$ cat config.mk
export PLATFORM = sky130hd
export DESIGN_NAME = reel_controller
export DESIGN_NICKNAME = d
export VERILOG_FILES = /design/src/rtl/slot_pkg.sv /design/src/rtl/slot_win_eval.sv /design/src/rtl/reel_controller.sv
export SDC_FILE = /design/constraint.sdc
export NUM_CORES = 1
export LEC_CHECK = 0
export ABC_AREA = 1
export CAP_MARGIN = 20
export CORE_MARGIN = 2
export CORE_UTILIZATION = 51
export CTS_CLUSTER_DIAMETER = 60
export DETAILED_ROUTE_END_ITERATION = 8
export PLACE_DENSITY = 0.76
export SLEW_MARGIN = 20
export SYNTH_ARGS = -nofsm -noshare
export SYNTH_HDL_FRONTEND = slang
export SYNTH_SLANG_ARGS = --single-unit
$ cat constraint.sdc
create_clock -name clk -period 1.4 [get_ports clk]
set_clock_uncertainty 0.2 [all_clocks]
set_input_delay 0.21 -clock clk [delete_from_list [all_inputs] [get_ports clk]]
set_output_delay 0.21 -clock clk [all_outputs]
set_load 0.01 [all_outputs]
$ cat src/rtl/slot_pkg.sv
// ============================================================================
// Module : slot_pkg
// Brief  : Shared types, constants and symbol mapping for the slot machine.
// Rev    : 1.0  initial release
// ============================================================================
`default_nettype none

package slot_pkg;

    localparam int SYM_W = 3;

    typedef enum logic [2:0] {
        IDLE  = 3'd0,
        SPIN  = 3'd1,
        LOCK0 = 3'd2,
        WAIT1 = 3'd3,
        WAIT2 = 3'd4,
        EVAL  = 3'd5,
        SHOW  = 3'd6
    } state_t;

    localparam logic [1:0] WIN_NONE   = 2'b00;
    localparam logic [1:0] WIN_PAIR   = 2'b01;
    localparam logic [1:0] WIN_TRIPLE = 2'b10;

    // Folds a raw generator value into 0..nsym-1 (nsym is 4..8, so one subtract suffices)
    function automatic logic [SYM_W-1:0] sym_map(input logic [SYM_W-1:0] rnd,
                                                 input logic [SYM_W:0]   nsym);
        logic [SYM_W-1:0] w_diff;
        w_diff = rnd - nsym[SYM_W-1:0];
        return ({1'b0, rnd} < nsym) ? rnd : w_diff;
    endfunction

endpackage

`default_nettype wire

$ cat src/rtl/slot_win_eval.sv
// ============================================================================
// Module : slot_win_eval
// Brief  : Combinational win classification of three reel symbols.
// Rev    : 1.0  initial release
// ============================================================================
`default_nettype none

module slot_win_eval
    import slot_pkg::*;
(
    input  logic [SYM_W-1:0] i_a,
    input  logic [SYM_W-1:0] i_b,
    input  logic [SYM_W-1:0] i_c,
    output logic [1:0]       o_win
);

    logic w_ab;
    logic w_bc;
    logic w_ac;

    assign w_ab = (i_a == i_b);
    assign w_bc = (i_b == i_c);
    assign w_ac = (i_a == i_c);

    always_comb begin
        o_win = WIN_NONE;
        if (w_ab && w_bc) begin
            o_win = WIN_TRIPLE;
        end else if (w_ab || w_bc || w_ac) begin
            o_win = WIN_PAIR;
        end
    end

endmodule

`default_nettype wire

$ cat src/rtl/reel_controller.sv
// ============================================================================
// Module : reel_controller
// Brief  : Spin / stop / staggered reel lock sequencer with win evaluation.
// Rev    : 1.0  initial release
// ============================================================================
`default_nettype none

module reel_controller
    import slot_pkg::*;
#(
    parameter int unsigned NUM_SYMBOLS     = 8,
    parameter int unsigned SETTLE_TICKS    = 3,
    parameter int unsigned AUTO_STOP_TICKS = 40
) (
    input  logic             clk,
    input  logic             reset,
    input  logic             tick,
    input  logic             start,
    input  logic             stop,
    input  logic [SYM_W-1:0] rnd,
    output logic             rnd_en,
    output logic [SYM_W-1:0] reel0,
    output logic [SYM_W-1:0] reel1,
    output logic [SYM_W-1:0] reel2,
    output logic             spinning,
    output logic             done,
    output logic [1:0]       win_code
);

    localparam logic [SYM_W-1:0] c_LAST_SYM    = SYM_W'(NUM_SYMBOLS - 1);
    localparam logic [SYM_W:0]   c_NSYM        = (SYM_W + 1)'(NUM_SYMBOLS);
    localparam logic [3:0]       c_SETTLE_LAST = 4'(SETTLE_TICKS - 1);
    localparam logic [7:0]       c_AUTO_LAST   = 8'(AUTO_STOP_TICKS - 1);

    state_t           r_state;
    logic [7:0]       r_spin_cnt;
    logic [3:0]       r_settle_cnt;
    logic [SYM_W-1:0] r_reel0;
    logic [SYM_W-1:0] r_reel1;
    logic [SYM_W-1:0] r_reel2;
    logic             r_rnd_en;
    logic             r_spinning;
    logic             r_done;
    logic [1:0]       r_win;

    logic [SYM_W-1:0] w_sym;
    logic [1:0]       w_win;

    function automatic logic [SYM_W-1:0] f_roll(input logic [SYM_W-1:0] v);
        return (v == c_LAST_SYM) ? '0 : v + 1'b1;
    endfunction

    assign w_sym = sym_map(rnd, c_NSYM);

    slot_win_eval u_win_eval (
        .i_a   (r_reel0),
        .i_b   (r_reel1),
        .i_c   (r_reel2),
        .o_win (w_win)
    );

    always_ff @(posedge clk or posedge reset) begin
        if (reset) begin
            r_state      <= IDLE;
            r_spin_cnt   <= '0;
            r_settle_cnt <= '0;
            r_reel0      <= '0;
            r_reel1      <= '0;
            r_reel2      <= '0;
            r_rnd_en     <= 1'b0;
            r_spinning   <= 1'b0;
            r_done       <= 1'b0;
            r_win        <= WIN_NONE;
        end else begin
            case (r_state)
                IDLE, SHOW: begin
                    if (start) begin
                        r_state    <= SPIN;
                        r_spin_cnt <= '0;
                        r_rnd_en   <= 1'b1;
                        r_spinning <= 1'b1;
                        r_done     <= 1'b0;
                        r_win      <= WIN_NONE;
                    end
                end
                SPIN: begin
                    // A player stop pre-empts a coincident tick: no roll that cycle
                    if (stop) begin
                        r_state <= LOCK0;
                    end else if (tick) begin
                        r_reel0 <= f_roll(r_reel0);
                        r_reel1 <= f_roll(r_reel1);
                        r_reel2 <= f_roll(r_reel2);
                        if (r_spin_cnt == c_AUTO_LAST) begin
                            r_state <= LOCK0;
                        end
                        if (r_spin_cnt != 8'hFF) begin
                            r_spin_cnt <= r_spin_cnt + 8'd1;
                        end
                    end
                end
                LOCK0: begin
                    r_reel0      <= w_sym;
                    r_settle_cnt <= '0;
                    r_state      <= WAIT1;
                end
                WAIT1: begin
                    if (tick) begin
                        r_reel2 <= f_roll(r_reel2);
                        if (r_settle_cnt == c_SETTLE_LAST) begin
                            r_reel1      <= w_sym;
                            r_settle_cnt <= '0;
                            r_state      <= WAIT2;
                        end else begin
                            r_reel1      <= f_roll(r_reel1);
                            r_settle_cnt <= r_settle_cnt + 4'd1;
                        end
                    end
                end
                WAIT2: begin
                    if (tick) begin
                        if (r_settle_cnt == c_SETTLE_LAST) begin
                            r_reel2    <= w_sym;
                            r_rnd_en   <= 1'b0;
                            r_spinning <= 1'b0;
                            r_state    <= EVAL;
                        end else begin
                            r_reel2      <= f_roll(r_reel2);
                            r_settle_cnt <= r_settle_cnt + 4'd1;
                        end
                    end
                end
                EVAL: begin
                    r_win   <= w_win;
                    r_done  <= 1'b1;
                    r_state <= SHOW;
                end
                default: begin
                    r_state <= IDLE;
                end
            endcase
        end
    end

    assign rnd_en   = r_rnd_en;
    assign reel0    = r_reel0;
    assign reel1    = r_reel1;
    assign reel2    = r_reel2;
    assign spinning = r_spinning;
    assign done     = r_done;
    assign win_code = r_win;

endmodule

`default_nettype wire

==> results.sh <==
export IMPL_grt_pass1_wl_mm=10.5
export IMPL_run_status="finished with violations"
export IMPL_worstSkewPairLatency_ns=0.30
export IMPL_drt_iter0_markers=173
export IMPL_slew_violations=0
export IMPL_via_per_inst=5.72
export IMPL_crit_path_max_fanout=6
export IMPL_area_growth_syn_to_layout_pct=62.3
export IMPL_highest_layer="met4"
export IMPL_period_share_pct=123
export IMPL_drt_met1_wl_mm=2.74
export IMPL_synth_top_cell_area_share_pct=34.2
export IMPL_synth_seq_cells=28
export IMPL_r2r_start="r_state[2]"
export IMPL_period_minus_slack_ns=1.72
export IMPL_hold_path_class="primary input to asynchronous set/reset pin"
export IMPL_startpoint_type="flip-flop"
export IMPL_worstMarginPinSlew_ns=0.304
export IMPL_final_cells=443
export IMPL_port_buffers=21
export IMPL_die_w_um=67.4
export IMPL_max_slew_margin_rel_pct=79.8
export IMPL_cp_data_required_time_ns=1.44
export IMPL_r2r_cells=7
export IMPL_dieArea_sq_um=4540
export IMPL_synth_area_sq_um=2050
export IMPL_route_detailed_drc=0
export IMPL_nFillCells=206
export IMPL_grt_pass1_vias=2259
export IMPL_drive_gt1_share_pct=43.3
export IMPL_yosys_top_cells_count="nand2_1, inv_1, dfrtp_1"
export IMPL_die_h_um=67.4
export IMPL_violations="negative setup slack"
export IMPL_fp_row_count=23
export IMPL_synthesis_instances=300
export IMPL_dp_hpwl_mm=3.92
export IMPL_n_antenna_cell=0
export IMPL_max_freq_mhz=580
export IMPL_final_nets=411
export IMPL_syn_num_nets=317
export IMPL_initial_core_util_pct=52.0
export IMPL_peakVddDrop_mv=1.25
export IMPL_cts_buffers=3
export IMPL_cp_arrival_ns=1.76
export IMPL_design_core_area_sq_um=3940
export IMPL_synth_cell_types=30
export IMPL_dp_cells=413
export IMPL_route_met2_wl_mm=3.95
export IMPL_ys_warn_count=0
export IMPL_antenna_left=0
export IMPL_yosysMostFrequentCell="nand2_1"
export IMPL_yosys_area_top_type="dfrtp_1"
export IMPL_clk_pin_slew_ns=0.11
export IMPL_rsz0062_at_grt="true"
export IMPL_wl_met3_um=547
export IMPL_ys_flop_type="dfrtp_1"
export IMPL_syn_avg_cell_area_sq_um=6.84
export IMPL_setup_viol=28
export IMPL_cts_htree_levels=1
export IMPL_ioPinCount=22
export IMPL_synthArstFlopShare_pct=100
export IMPL_cap_violations=0
export IMPL_yosysSeqAreaShare_pct=34.2
export IMPL_r2r_slack_ns=-0.32
export IMPL_grt_start_max_net_pins=29
export IMPL_cts_tree="built"
export IMPL_fin_ws_ns=-0.323
export IMPL_antenna_found_initial=0
export IMPL_globalplace_congestion=0.806
export IMPL_cts_buffer_depth=2
export IMPL_vias=2532
export IMPL_rr_endpoint="r_spin_cnt[2]"
export IMPL_power_leakage_nw=1.70
export IMPL_hold_violations=0
export IMPL_end_kind="flip-flop"
export IMPL_synth_edff_count=0
export IMPL_wl_per_cell_um=17.2
export IMPL_first_pass_iters=5
export IMPL_crit_type="flip-flop to flip-flop"
export IMPL_power_density_nw_per_um2=2170
export IMPL_cts_root_buf="clkbuf_8"
export IMPL_setup_tns_ns=-6.90
export IMPL_synth_area_leaders="dfrtp_1, nand2_1, inv_1, ha_1, nand3_1"
export IMPL_grt_ovfl_total=0
export IMPL_post_place_ws_ns=-0.411
export IMPL_cts_sinks=28
export IMPL_grt_usage_pct=31.1
export IMPL_wl_mm=7.64
## cells in the final DEF, fill, tap and decap left out, types with 2 or more instances in the layout
master	count
a21oi_1	2
buf_12	2
buf_4	56
buf_6	16
clkbuf_2	2
clkbuf_8	4
clkdlybuf4s15_1	9
clkdlybuf4s50_1	7
dfrtp_1	17
dfrtp_2	11
ha_2	4
ha_4	4
inv_1	29
inv_2	7
inv_4	5
nand2_1	94
nand2_2	10
nand2_4	12
nand2_8	2
nand3_1	16
nand3_2	6
nand3_4	2
nand4_1	7
nor2_1	14
nor2_2	4
nor2_4	8
o21ai_0	7
o21ai_1	10
o21ai_2	5
o21ai_4	6
xnor2_1	4
xor2_1	2
## timing repair
action / 4_1_cts / 5_1_grt
pin swaps: 24 / 27
resized for setup: 76 / 47
setup endpoints to repair: 42 / 41
setup buffers: 15 / 12
hold buffers: 0 / 0
## power by group
part	switching [mW]	internal, mW
combinational	2.89	2.41
sequential	0.269	1.10
clock	0.294	0.254
## through the flow
step / instance area, sq um / util [%] / power, mW / hold slack, ns
floorplan: 2160 / - / 3.64 / 0.0749
global placement: 2760 / 70.0 / 4.90 / 0.274
detailed placement: 2760 / 70.0 / 5.05 / 0.265
CTS: 3130 / 79.3 / 6.26 / 0.0601
global route: 3330 / 84.4 / 7.67 / 0.0593
finish: 3330 / 84.4 / 7.22 / 0.0315
## kinds of logic (layout without fill, tap and decap cells)
logic type | count (synthesis) | in the layout | share of synthesized area [%]
AOI/OAI and AO/OA | 33 | 33 | 9.58
and+or+nand+nor | 178 | 178 | 39.2
DFF | 28 | 28 | 34.2
buffers and inverters | 46 | 139 | 9.03
adders and majority gates | 9 | 9 | 5.49
xor gates and xnor gates | 6 | 6 | 2.56
## flip-flops by register name, summed over array words and instances (netlist names)
signal,count
r_spin_cnt,8
r_settle_cnt,4
r_state,3
reel0,3
reel1,3
reel2,3
win_code,2
done,1
spinning,1
## worst max-delay path: stages (launching register included)
cell,delay [ns]
dfrtp_2,0.51
inv_4,0.15
nand3_4,0.16
nand3_2,0.15
inv_1,0.09
nor2_4,0.17
nand3_1,0.12
nand2_1,0.11
## metal layers
metal	vias to the layer above	global-route usage, %
met1	1189	33.3
met4	0	13.8
li1	1133	-
met2	161	59.3
met3	49	5.00
met5	-	0
## how the worst max path moves through the flow
stage	cells after the start	from	slack (ns)	endpoint
after floorplan	8	r_spin_cnt[0]	-0.07	r_spin_cnt[1]
after global placement	6	tick	-0.37	r_spin_cnt[6]
after detailed placement	6	tick	-0.41	r_spin_cnt[6]
after CTS	9	r_state[0]	-0.19	reel2[1]
after global routing	7	r_state[0]	-0.37	r_spin_cnt[6]
final	7	r_state[2]	-0.32	r_spin_cnt[2]
## cell type report
cell class	instances	area, sq um	share of cell area (%)
multi-input combinational	226	1500	45.1
timing repair buffer	93	820	24.6
sequential	28	714	21.5
inverter	42	175	5.26
tap	50	62.6	1.88
clock buffer	4	55.1	1.65
Note: power is estimated with default switching activity, not from simulation.
